### config.mk
export PLATFORM = sky130hd
export DESIGN_NAME = alarm_timekeeper
export DESIGN_NICKNAME = d
export VERILOG_FILES = /design/src/rtl/timekeeper_pkg.sv /design/src/rtl/alarm_channel.sv /design/src/rtl/alarm_timekeeper.sv
export SDC_FILE = /design/constraint.sdc
export NUM_CORES = 1
export LEC_CHECK = 0
export BUFFER_PORTS_ARGS = -buffer_cell sky130_fd_sc_hd__buf_4
export CAP_MARGIN = 20
export CORE_ASPECT_RATIO = 0.75
export CORE_MARGIN = 8
export CORE_UTILIZATION = 60
export CTS_BUF_LIST = sky130_fd_sc_hd__clkbuf_2
export DETAILED_ROUTE_END_ITERATION = 10
export GPL_TIMING_DRIVEN = 0
export PLACE_DENSITY = 0.83
export SYNTH_ARGS = -nofsm -noshare
export SYNTH_HDL_FRONTEND = slang
export SYNTH_HIERARCHICAL = 1
export SYNTH_SLANG_ARGS = --single-unit
### constraint.sdc
create_clock -name clk -period 4 [get_ports clk]
set_input_delay 0.8 -clock clk [delete_from_list [all_inputs] [get_ports clk]]
set_output_delay 0.8 -clock clk [all_outputs]
set_load 0.02 [all_outputs]
### src/rtl/timekeeper_pkg.sv
// Shared types and BCD helpers for the alarm timekeeper.
// Fields are packed two-digit BCD bytes: SS in [7:0], MM in [15:8], HH in [23:16].
package timekeeper_pkg;

  typedef enum logic [1:0] {
    IDLE    = 2'd0,
    RINGING = 2'd1,
    SNOOZED = 2'd2
  } ch_state_e;

  localparam logic [7:0] SEC_MAX  = 8'h59;
  localparam logic [7:0] MIN_MAX  = 8'h59;
  localparam logic [7:0] HOUR_MAX = 8'h23;

  // Maximum BCD value of field idx (0 = SS, 1 = MM, 2 = HH).
  function automatic logic [7:0] field_max(input int unsigned idx);
    logic [7:0] m;
    case (idx)
      0:       m = SEC_MAX;
      1:       m = MIN_MAX;
      default: m = HOUR_MAX;
    endcase
    return m;
  endfunction

  // Returns {carry, next}; carry is set when the field wraps past max to 00.
  function automatic logic [8:0] bcd_field_inc(input logic [7:0] value, input logic [7:0] max);
    logic [8:0] r;
    if (value == max) begin
      r = {1'b1, 8'h00};
    end else if (value[3:0] == 4'd9) begin
      r = {1'b0, value[7:4] + 4'd1, 4'h0};
    end else begin
      r = {1'b0, value[7:4], value[3:0] + 4'd1};
    end
    return r;
  endfunction

  function automatic logic bcd_field_valid(input logic [7:0] value, input logic [7:0] max);
    return (value[3:0] <= 4'd9) && (value[7:4] <= 4'd9) && (value <= max);
  endfunction

endpackage

### src/rtl/alarm_channel.sv
// One alarm channel: alarm register plus the IDLE/RINGING/SNOOZED ring state machine.
// A match is taken against the time value the counter is about to advance to.
module alarm_channel
  import timekeeper_pkg::*;
#(
  parameter int unsigned TW          = 16,
  parameter int unsigned RING_SECS   = 30,
  parameter int unsigned SNOOZE_SECS = 60
) (
  input  logic          clk,
  input  logic          resetn,
  input  logic          tick_i,
  input  logic          ack_i,
  input  logic          snooze_i,
  input  logic          en_i,
  input  logic          wr_i,
  input  logic [TW-1:0] wdata_i,
  input  logic [TW-1:0] next_time_i,
  output logic          ringing_o
);

  localparam int unsigned CMAX  = (RING_SECS > SNOOZE_SECS) ? RING_SECS : SNOOZE_SECS;
  localparam int unsigned CNT_W = $clog2(CMAX + 1);

  localparam logic [1:0] S_IDLE    = IDLE;
  localparam logic [1:0] S_RINGING = RINGING;
  localparam logic [1:0] S_SNOOZED = SNOOZED;

  logic [1:0]       state_q, state_d;
  logic [CNT_W-1:0] ring_cnt_q, ring_cnt_d;
  logic [CNT_W-1:0] snz_cnt_q, snz_cnt_d;
  logic [CNT_W-1:0] ring_inc;
  logic [TW-1:0]    alarm_q, alarm_d;
  logic             ringing_q, ringing_d;
  logic             match;

  assign match    = tick_i && (next_time_i == alarm_q);
  assign ring_inc = ring_cnt_q + CNT_W'(1);

  always_ff @(posedge clk or negedge resetn) begin
    if (!resetn) begin
      state_q    <= S_IDLE;
      ring_cnt_q <= '0;
      snz_cnt_q  <= '0;
      alarm_q    <= '0;
      ringing_q  <= 1'b0;
    end else begin
      state_q    <= state_d;
      ring_cnt_q <= ring_cnt_d;
      snz_cnt_q  <= snz_cnt_d;
      alarm_q    <= alarm_d;
      ringing_q  <= ringing_d;
    end
  end

  // ack beats snooze, snooze beats a timeout on the same tick.
  always_comb begin
    state_d    = state_q;
    ring_cnt_d = ring_cnt_q;
    snz_cnt_d  = snz_cnt_q;
    alarm_d    = alarm_q;
    if (wr_i) begin
      alarm_d = wdata_i;
    end
    case (state_q)
      S_IDLE: begin
        if (match && en_i) begin
          state_d    = S_RINGING;
          ring_cnt_d = '0;
        end
      end
      S_RINGING: begin
        if (ack_i || !en_i) begin
          state_d = S_IDLE;
        end else if (snooze_i) begin
          state_d   = S_SNOOZED;
          snz_cnt_d = CNT_W'(SNOOZE_SECS);
        end else if (tick_i) begin
          ring_cnt_d = ring_inc;
          if (ring_inc == CNT_W'(RING_SECS)) begin
            state_d = S_IDLE;
          end
        end
      end
      S_SNOOZED: begin
        if (ack_i || !en_i) begin
          state_d = S_IDLE;
        end else if (tick_i) begin
          if (snz_cnt_q <= CNT_W'(1)) begin
            state_d    = S_RINGING;
            ring_cnt_d = '0;
            snz_cnt_d  = '0;
          end else begin
            snz_cnt_d = snz_cnt_q - CNT_W'(1);
          end
        end
      end
      default: state_d = S_IDLE;
    endcase
    ringing_d = (state_d == S_RINGING);
  end

  assign ringing_o = ringing_q;

endmodule

### src/rtl/alarm_timekeeper.sv
// BCD MM:SS / HH:MM:SS time counter with validated load and N independent alarm channels.
// A load in the same cycle as a tick swallows the tick entirely.
module alarm_timekeeper
  import timekeeper_pkg::*;
#(
  parameter int unsigned HOURS_EN    = 0,
  parameter int unsigned N_ALARMS    = 2,
  parameter int unsigned RING_SECS   = 30,
  parameter int unsigned SNOOZE_SECS = 60,
  localparam int unsigned TW = (HOURS_EN != 0) ? 24 : 16,
  localparam int unsigned AW = (N_ALARMS > 1) ? $clog2(N_ALARMS) : 1
) (
  input  logic                clk,
  input  logic                resetn,
  input  logic                tick,
  input  logic                load,
  input  logic [TW-1:0]       load_time,
  output logic [TW-1:0]       time_bcd,
  output logic                rollover,
  input  logic                alarm_wr,
  input  logic [AW-1:0]       alarm_sel,
  input  logic [TW-1:0]       alarm_wdata,
  input  logic [N_ALARMS-1:0] alarm_en,
  input  logic                ack,
  input  logic                snooze,
  output logic [N_ALARMS-1:0] ringing,
  output logic                ring_any
);

  localparam int unsigned NF = TW / 8;

  // Any out-of-range or non-decimal field is replaced by 00; others pass through.
  function automatic logic [TW-1:0] validate(input logic [TW-1:0] t);
    logic [TW-1:0] v;
    v = t;
    for (int unsigned f = 0; f < NF; f++) begin
      if (!bcd_field_valid(t[f*8 +: 8], field_max(f))) begin
        v[f*8 +: 8] = 8'h00;
      end
    end
    return v;
  endfunction

  logic [TW-1:0] time_q, time_d, time_inc;
  logic          rollover_q, rollover_d;
  logic [NF:0]   carry;
  logic [8:0]    inc_r;
  logic          tick_eff;

  assign tick_eff = tick && !load;

  // Ripple the carry from seconds upward within one edge.
  always_comb begin
    carry    = '0;
    carry[0] = 1'b1;
    time_inc = time_q;
    inc_r    = '0;
    for (int unsigned f = 0; f < NF; f++) begin
      inc_r = bcd_field_inc(time_q[f*8 +: 8], field_max(f));
      if (carry[f]) begin
        time_inc[f*8 +: 8] = inc_r[7:0];
      end
      carry[f+1] = carry[f] & inc_r[8];
    end
  end

  always_comb begin
    time_d     = time_q;
    rollover_d = 1'b0;
    if (load) begin
      time_d = validate(load_time);
    end else if (tick) begin
      time_d     = time_inc;
      rollover_d = carry[NF];
    end
  end

  always_ff @(posedge clk or negedge resetn) begin
    if (!resetn) begin
      time_q     <= '0;
      rollover_q <= 1'b0;
    end else begin
      time_q     <= time_d;
      rollover_q <= rollover_d;
    end
  end

  assign time_bcd = time_q;
  assign rollover = rollover_q;

  logic [TW-1:0] wdata_valid;
  assign wdata_valid = validate(alarm_wdata);

  // Select values beyond the last channel decode to no channel.
  for (genvar i = 0; i < N_ALARMS; i++) begin : g_ch
    logic wr_ch;
    assign wr_ch = alarm_wr && (alarm_sel == AW'(i));

    alarm_channel #(
      .TW          (TW),
      .RING_SECS   (RING_SECS),
      .SNOOZE_SECS (SNOOZE_SECS)
    ) u_ch (
      .clk         (clk),
      .resetn      (resetn),
      .tick_i      (tick_eff),
      .ack_i       (ack),
      .snooze_i    (snooze),
      .en_i        (alarm_en[i]),
      .wr_i        (wr_ch),
      .wdata_i     (wdata_valid),
      .next_time_i (time_inc),
      .ringing_o   (ringing[i])
    );
  end

  assign ring_any = |ringing;

endmodule
==> flow_metrics.tcl, run 1 <==
set metrics [dict create \
    status "completed" \
    power_per_cell_area_nw_per_um2 284.7 \
    worst_setup_path_start_kind "register" \
    grt_pass1_vias 3943 \
    drv_slew 0 \
    detailed_place_hpwl_um 8896 \
    tightestPinTransition_ns 0.7122 \
    vias_per_cell 5.862 \
    setup_viol 0 \
    cp_common_cell "o31ai_1" \
    synth_top_area_frac 0.4044 \
    cts_tree "yes" \
    wl_met3_um 757 \
    p_leak_nw 2.552 \
    path_max_fanout 8 \
    core-area_um2 7883 \
    fin_util 0.7138 \
    top_layer_used "met4" \
    cts_root_buf "clkbuf_2" \
    fill_cells 607 \
    routed_wl_um 11600 \
    fmax_mhz 300.9 \
    num_io_pins 62 \
    netlist_area_um2 4888 \
    grt-ovfl-total 0 \
    vdd.ir_drop.worst_mv 0.2172 \
    slew_headroom 0.5212 \
    layout-drive-gt1-share 0.2449 \
    required_ns 4.44 \
    skew_ns 0.01316 \
    fin_crit_sh 0.8309 \
    clockBufferDepth 2 \
    numPortBuffers 61 \
    gp_congestion 0.8626 \
    drt-pass1-iter-count 5 \
    hold_path_class "input port to register" \
    finalCriticalPeriod_ns 3.324 \
    avgSynthCellArea_um2 9.738 \
    clock-sinks 79 \
    post_cts_buffers 0 \
    fin_ws_ns 0.6764 \
    dr_wl_met2_um 5135 \
    nets 637 \
    clk_latency_ns 0.52 \
    cp-end-kind "register" \
    fp.dieW_um 120.2 \
    grt_start_max_net_pins 80 \
    async_flop_share 1.000 \
    yosys.area.top_type "dfrtp_1" \
    critPathMaxStageDelay_ns 0.64 \
    hold_viol_final 0 \
    cp.arrival_ns 3.76 \
    met1_length_um 5634 \
    drt-wirelength-per-cell_um 16.84 \
    path_class "register to register" \
    dp_slack_ns 0.7539 \
    yosys_warnings 6 \
    clkTransAtPathRegs_ns 0.23 \
    rsz0062_at_grt "no" \
    syn_to_final_growth_pct 15.10 \
    setup-tns-final_ns 0 \
    dieHeight_um 94.17 \
    htreeDepth 3 \
    rows 28 \
    synth_cell_types 58 \
    synth_enable_flop_cells 0 \
    dieArea_um2 11320 \
    cts-buffers-inserted 9 \
    antenna_found_initial 0 \
    synth_area_leaders "dfrtp_1 40%, mux2_2 8.1%, xnor2_1 5.7%" \
    synth_flop_cell "dfrtp_1" \
    drv_cap 0 \
    n_antenna_cell 0 \
    start_util 0.6202 \
    drcViolationCount 0 \
    ant_nets 0 \
    grt.total_usage 0.2104 \
    yosysSeqAreaShare 0.4044 \
    worstPathCellList "inv_1, ha_1, and3b_1, buf_4, nand2_1, o31ai_1, xnor2_1, nand4_1, nor3_1, a21oi_2, nand2b_4, o31ai_1" \
    vias 4039 \
    drt_iter0_drc 298 \
    synth-seq-cells 79 \
    syn_inst 502 \
    grt_first_pass_wirelength_um 19240 \
    cp_slowest_cell "o31ai_1" \
]
## cells in the final DEF (no fill, tap or decap), types with 3 or more instances in the layout
cell	n
o21a_1	4
nand3b_1	3
nor2_1	25
o31ai_1	12
and2_1	19
nand3_1	17
nor2b_1	6
ha_1	16
a211oi_1	5
clkbuf_2	9
xor2_1	5
nand2b_1	7
nor3_1	14
or3_1	6
nand2_1	45
a21oi_1	22
nor3b_1	3
nand4_1	8
and3b_1	4
a21o_1	3
mux2i_1	7
o21ai_0	40
mux2_2	35
or2b_2	4
clkbuf_1	6
or2_2	3
inv_1	17
xnor2_1	32
conb_1	4
a31oi_1	6
buf_4	63
nand4b_1	3
dfrtp_1	79
## state kept, by name, indices dropped and copies added (netlist names)
name / flops
g_ch.u_ch/alarm_q: 32
time_bcd: 16
g_ch.u_ch/ring_cnt_q: 12
g_ch.u_ch/snz_cnt_q: 12
g_ch.u_ch/state_q: 4
g_ch.u_ch/ringing_o: 2
rollover: 1
## routing by layer
metal / vias to the layer above / global-route usage
li1: 1957 / -
met4: 0 / 0.04456
met1: 1956 / 0.2920
met2: 118 / 0.3225
met3: 8 / 0.05766
met5: - / 0
## path summary, 6_finish.rpt
path                                            startpoint                    endpoint  slack (ns)  cells after the start
worst max-delay path                           time_bcd[1]  g_ch[1].u_ch/ring_cnt_q[5]        0.68                     12
worst min-delay path                          load_time[4]                 time_bcd[4]        0.47                      3
worst max register to register                 time_bcd[1]  g_ch[1].u_ch/ring_cnt_q[5]        0.68                     12
worst min register to register  g_ch[0].u_ch/ring_cnt_q[5]  g_ch[0].u_ch/ring_cnt_q[5]        0.52                      1
max in group asynchronous                           resetn   g_ch[0].u_ch/snz_cnt_q[3]        2.83                      3
min in group asynchronous                           resetn    g_ch[0].u_ch/alarm_q[12]        0.59                      2
## cell type report
type | instances | area (um2) | area share
Timing Repair Buffer | 63 | 495.5 | 0.08806
Buffer | 10 | 53.80 | 0.009562
Multi-Input combinational cell | 399 | 2805 | 0.4986
Clock inverter | 7 | 55.05 | 0.009784
Clock buffer | 9 | 45.04 | 0.008005
Sequential cell | 79 | 1977 | 0.3513
Inverter | 17 | 63.81 | 0.01134
Tap cell | 105 | 131.4 | 0.02335
## cells in the mapped netlist, types with 4 or more instances
library cell,count
dfrtp_1,79
nor2b_1,6
ha_1,16
o21ai_0,40
and3b_1,4
clkbuf_1,6
or2b_2,4
and2_1,19
xor2_1,5
a211oi_1,5
inv_1,17
xnor2_1,32
nand2_1,45
o21a_1,4
nor3_1,14
nand2b_1,7
mux2i_1,7
nand4_1,8
a31oi_1,6
nand3_1,17
or3_1,6
nor2_1,25
a21oi_1,22
o31ai_1,12
mux2_2,35
## stage by stage
stage	total power [mW]	std cells	area, um2	hold slack, ns
6_report	1.602	689	5627	0.4692
2_1_floorplan	1.089	505	4900	0.4557
3_5_place_dp	1.219	671	5489	0.4885
3_3_place_gp	1.204	671	5489	0.4792
4_1_cts	1.616	687	5589	0.3936
5_1_grt	1.691	689	5627	0.4153
## logic make-up after synthesis
logic type / Yosys count / synth area share
compound gates: 114 / 0.1525
xor+xnor: 37 / 0.06629
fa+ha+maj: 16 / 0.04095
buf+inv: 27 / 0.02406
flops: 79 / 0.4044
mux: 42 / 0.09496
other cells: 1 / 0.0007671
simple gates: 186 / 0.2160
## critical path: cells and delay by family (launching register included)
kind,cells,cell delay [ns]
flops,1,0.49
fa+ha+maj,1,0.20
xor+xnor,1,0.19
simple gates,5,1.03
buf+inv,2,0.24
compound gates,3,1.10
## power by group
part | internal [mW] | switching, mW
Sequential | 0.844 | 0.0471
Clock | 0.0900 | 0.303
Combinational | 0.155 | 0.163
## what timing repair did
action	in CTS	in global routing
hold buffers	0	1
resized for setup	0	0
hold endpoints to repair	0	8
No activity file was read; power rests on OpenSTA's default activity.
==> run 2, diff against run 1 <==
Clock period 4 ns to 3.3 ns, I/O delays scaled along.
==> flow_metrics.tcl, run 2 (same netlist as run 1, synthesis figures left out) <==
set metrics [dict create \
    status "completed" \
    vdd.ir_drop.worst_mv 0.2644 \
    detailed_place_hpwl_um 8896 \
    worstPathCellList "ha_1, and3b_1, buf_6, nand2_1, o31ai_2, xnor2_1, nand4_1, nor3_1, a21oi_2, nand2b_4, o31ai_1" \
    htreeDepth 3 \
    critPathMaxStageDelay_ns 0.55 \
    fp.dieW_um 120.2 \
    final_cell_mix "79 x dfrtp_1, 63 x buf_4, 45 x nand2_1" \
    drcViolationCount 0 \
    whs_ns 0.3326 \
    grt.total_usage 0.2104 \
    clock-sinks 79 \
    grt_pass1_vias 3943 \
    tightestPinTransition_ns 0.6952 \
    drv_slew 0 \
    hold_viol_final 0 \
    dieArea_um2 11320 \
    setup-tns-final_ns 0 \
    cp_num_buf_inv 1 \
    clk_latency_ns 0.52 \
    final_common_cell "dfrtp_1" \
    num_io_pins 62 \
    fin_crit_sh 0.9309 \
    dieHeight_um 94.17 \
    start_util 0.6202 \
    clockBufferDepth 2 \
    nets 637 \
    reg2reg_depth 11 \
    fmax_mhz 325.5 \
    core-area_um2 7883 \
    syn_to_final_growth_pct 15.61 \
    cts-buffers-inserted 9 \
    numPortBuffers 61 \
    fill_cells 606 \
    vias 4030 \
    routed_wl_um 11580 \
    layout-drive-gt1-share 0.2534 \
    p_leak_nw 2.557 \
    drt-pass1-iter-count 4 \
    antenna_found_initial 0 \
    setup_viol 0 \
    post_cts_buffers 0 \
    drv_cap 0 \
    rows 28 \
    worst_setup_path_start_kind "register" \
    largest_register_ffs 32 \
    path_delay_family "simple AND/OR/NAND/NOR gates" \
    drt_iter0_drc 271 \
    n_antenna_cell 0 \
    power_per_cell_area_nw_per_um2 344.7 \
    required_ns 3.74 \
    gp_congestion 0.8626 \
    vias_per_cell 5.849 \
    r2r-end "g_ch[0].u_ch/ring_cnt_q[5]" \
    grt_start_max_net_pins 80 \
    finalCriticalPeriod_ns 3.072 \
    worst-path-stages 11 \
    ff2ff_setup_slack_ns 0.23 \
    rsz0062_at_grt "no" \
    cts_tree "yes" \
    cp.arrival_ns 3.51 \
    hold_path_class "input port to register" \
    drt-wirelength-per-cell_um 16.81 \
    path_class "register to register" \
    regMostFlops "g_ch.u_ch/alarm_q" \
    path_max_fanout 10 \
    clkTransAtPathRegs_ns 0.22 \
    cp_slowest_cell "dfrtp_1" \
    hold_path_depth 3 \
    grt-ovfl-total 0 \
    skew_ns 0.01462 \
    startpoint "time_bcd[4]" \
    cp-end-kind "register" \
    cp-endpoint "g_ch[0].u_ch/ring_cnt_q[5]" \
    slew_headroom 0.5337 \
    grt_first_pass_wirelength_um 19240 \
    cts_root_buf "clkbuf_2" \
    timing.rr.start "time_bcd[4]" \
    ant_nets 0 \
]
run 2: cell counts in the layout (fill, tap and decap cells not counted):
No cell type changed its count.
run 2: report_power, final:
part	switching (mW)	total (mW)	internal, mW	leakage (nW)
Sequential	0.0572	1.08	1.02	1.06
Clock	0.367	0.476	0.109	0.0646
Combinational	0.202	0.392	0.190	1.43
run 2: timing repair:
| item | CTS | global route |
|---|---|---|
| endpoints found under the setup margin | 0 | 11 |
| hold buffers | 0 | 1 |
| hold endpoints to repair | 0 | 8 |
| resized for setup | 0 | 6 |
run 2: worst min path at each step:
stage	startpoint	endpoint	slack [ns]
after global routing	load_time[1]	time_bcd[1]	0.28
after detailed placement	g_ch[0].u_ch/ring_cnt_q[5]	g_ch[0].u_ch/ring_cnt_q[5]	0.49
final	load_time[4]	time_bcd[4]	0.33
after global placement	g_ch[1].u_ch/ring_cnt_q[5]	g_ch[1].u_ch/ring_cnt_q[5]	0.48
after CTS	resetn	g_ch[1].u_ch/alarm_q[12]	0.25
after floorplan	resetn	g_ch[0].u_ch/alarm_q[0]	0.36
run 2: metrics by stage:
stage               instance area [um2]    util  power (mW)  instances  setup slack [ns]
finish                             5652  0.7170       1.948        689            0.2280
global route                       5652  0.7170       2.056        689           0.04792
CTS                                5589  0.7090       1.959        687          0.005943
detailed placement                 5489  0.6963       1.477        671           0.05392
global placement                   5489  0.6963       1.460        671            0.1753
floorplan                          4900       -       1.319        505            0.5690
run 2: final cells by class:
type	instances	area [um2]	area share
Clock inverter	7	55.05	0.009741
Clock buffer	9	45.04	0.007970
Timing Repair Buffer	63	495.5	0.08767
Inverter	17	63.81	0.01129
Sequential cell	79	1977	0.3498
Buffer	10	53.80	0.009520
Multi-Input combinational cell	399	2830	0.5008
Tap cell	105	131.4	0.02325
run 2: tightest hold or removal path, delay by kind of cell:
family          cells  cell delay (ns)
buf+inv             1             0.08
simple gates        1             0.03
compound gates      1             0.06
run 2: metal layers:
layer	track usage	vias to the layer above	wire length [um]
met5	0	-	0
met4	0.04456	0	73
met3	0.05766	8	713
met2	0.3225	117	5163
met1	0.2920	1950	5630
li1	-	1955	-
==> run 3, diff against run 2 <==
Settings changed: CAP_MARGIN 20 to 40, CORE_MARGIN 8 to unset.
==> flow_metrics.tcl, run 3 (same netlist as run 1, synthesis figures left out) <==
set metrics [dict create \
    slew_headroom 0.5999 \
    fin_crit_sh 0.9525 \
    status "completed" \
    gp_congestion 0.8657 \
    dp_slack_ns -0.02296 \
    clockBufferDepth 2 \
    fin_cells 688 \
    path_class "register to register" \
    finalCriticalPeriod_ns 3.143 \
    reg2reg_depth 12 \
    hold_viol_final 0 \
    nets 637 \
    grt-ovfl-total 0 \
    antenna_found_initial 0 \
    worst_setup_path_start_kind "register" \
    whs_endpoint "time_bcd[0]" \
    syn_to_final_growth_pct 16.51 \
    htreeDepth 3 \
    timing.rr.start "time_bcd[1]" \
    start_util 0.6202 \
    drcViolationCount 0 \
    ant_nets 0 \
    dieHeight_um 80.17 \
    num_io_pins 62 \
    clkTransAtPathRegs_ns 0.23 \
    skew_ns 0.01695 \
    layout-drive-gt1-share 0.2521 \
    hold_path_depth 3 \
    cts_root_buf "clkbuf_2" \
    vias 4112 \
    clock-sinks 79 \
    largest_register_ffs 32 \
    dieArea_um2 8516 \
    rsz0062_at_grt "no" \
    core-area_um2 7883 \
    required_ns 3.76 \
    drv_cap 0 \
    cts_tree "yes" \
    vdd.ir_drop.worst_mv 0.2414 \
    ff2ff_setup_slack_ns 0.16 \
    path_max_fanout 8 \
    hold_path_class "input port to register" \
    final_common_cell "dfrtp_1" \
    drt-wirelength-per-cell_um 16.39 \
    regMostFlops "g_ch.u_ch/alarm_q" \
    power_per_cell_area_nw_per_um2 366.9 \
    grt_start_max_net_pins 49 \
    r2r-end "g_ch[0].u_ch/ring_cnt_q[4]" \
    fin_ws_ns 0.1568 \
    grt_pass1_vias 3781 \
    setup_viol 0 \
    min-delay-start "load_time[0]" \
    n_antenna_cell 0 \
    p_total_mw 2.089 \
    p_leak_nw 2.570 \
    rows 28 \
    cts-buffers-inserted 9 \
    drt_iter0_drc 219 \
    fin_util 0.7225 \
    whs_ns 0.3190 \
    cp-end-kind "register" \
    fp.dieW_um 106.2 \
    detailed_place_hpwl_um 8488 \
    grt.total_usage 0.2769 \
    routed_wl_um 11280 \
    cp.arrival_ns 3.61 \
    dp_cells 672 \
    final_cell_mix "78 x dfrtp_1, 63 x buf_4, 45 x nand2_1" \
    tightestPinTransition_ns 0.6002 \
    drt-pass1-iter-count 4 \
    vias_per_cell 5.977 \
    clk_latency_ns 0.53 \
    drv_slew 0 \
    fmax_mhz 318.1 \
    grt_first_pass_wirelength_um 18240 \
    numPortBuffers 61 \
]
run 3: changes by cell type in the layout (fill, tap and decap cells not counted), sizes merged:
cell	before	now
bufinv	0	2
inv	20	18
clkinv	3	2
run 3: cell type report:
| class | count | area, um2 |
|---|---|---|
| Sequential cell | 79 | 1978 |
| Multi-Input combinational cell | 399 | 2834 |
| Tap cell | 105 | 131.4 |
| Clock buffer | 9 | 45.04 |
| Timing Repair Buffer | 63 | 495.5 |
| Clock inverter | 6 | 93.84 |
| Buffer | 10 | 53.80 |
| Inverter | 17 | 63.81 |
| Fill cell | 603 | 2187 |
run 3: what timing repair did:
item | CTS | global route
endpoints found under the setup margin | 3 | 7
buffers inserted | 0 | 0
hold buffers | 0 | 1
hold endpoints to repair | 0 | 4
cloned | 0 | 0
gates resized for setup | 2 | 5
run 3: where the power goes:
part | internal [mW] | switching [mW] | total, mW
combinational | 0.190 | 0.201 | 0.392
sequential | 1.02 | 0.0577 | 1.08
clock | 0.252 | 0.365 | 0.617
total | 1.47 | 0.624 | 2.09
run 3: metal layers:
metal,GRT usage,share of wire,vias to the layer above,wire [um]
met5,0,0,-,0
met4,0.06806,0.0094,0,106
met3,0.06981,0.060,11,676
met2,0.4156,0.44,136,4978
met1,0.3998,0.49,1993,5517
li1,-,-,1972,-
run 3: how the worst max path moves through the flow:
stage	start	to	slack, ns	cells after the start
2_1_floorplan	time_bcd[0]	g_ch[0].u_ch/ring_cnt_q[3]	0.57	12
3_3_place_gp	time_bcd[1]	g_ch[1].u_ch/ring_cnt_q[5]	0.13	12
3_5_place_dp	time_bcd[4]	g_ch[1].u_ch/ring_cnt_q[4]	-0.02	11
4_1_cts	time_bcd[1]	g_ch[1].u_ch/ring_cnt_q[4]	0.04	13
5_1_grt	time_bcd[5]	g_ch[1].u_ch/ring_cnt_q[4]	0.006	13
6_report	time_bcd[1]	g_ch[0].u_ch/ring_cnt_q[4]	0.16	12
run 3: worst max-delay path, stage by stage (launching register included):
cell and delay (ns):
dfrtp_1 0.49, inv_1 0.08, ha_1 0.19, and3b_1 0.18, buf_4 0.16, nand2_1 0.16, o31ai_2 0.53, xnor2_1 0.18
nand4_1 0.12, nor3_1 0.35, a21oi_2 0.19, nand2b_4 0.20, o31ai_1 0.25
run 3: per-stage QoR:
step	TNS [ns]	cell area, um2
2_1_floorplan	0	4900
3_3_place_gp	0	5489
3_5_place_dp	-0.02296	5517
4_1_cts	0	5665
5_1_grt	0	5695
6_report	0	5695
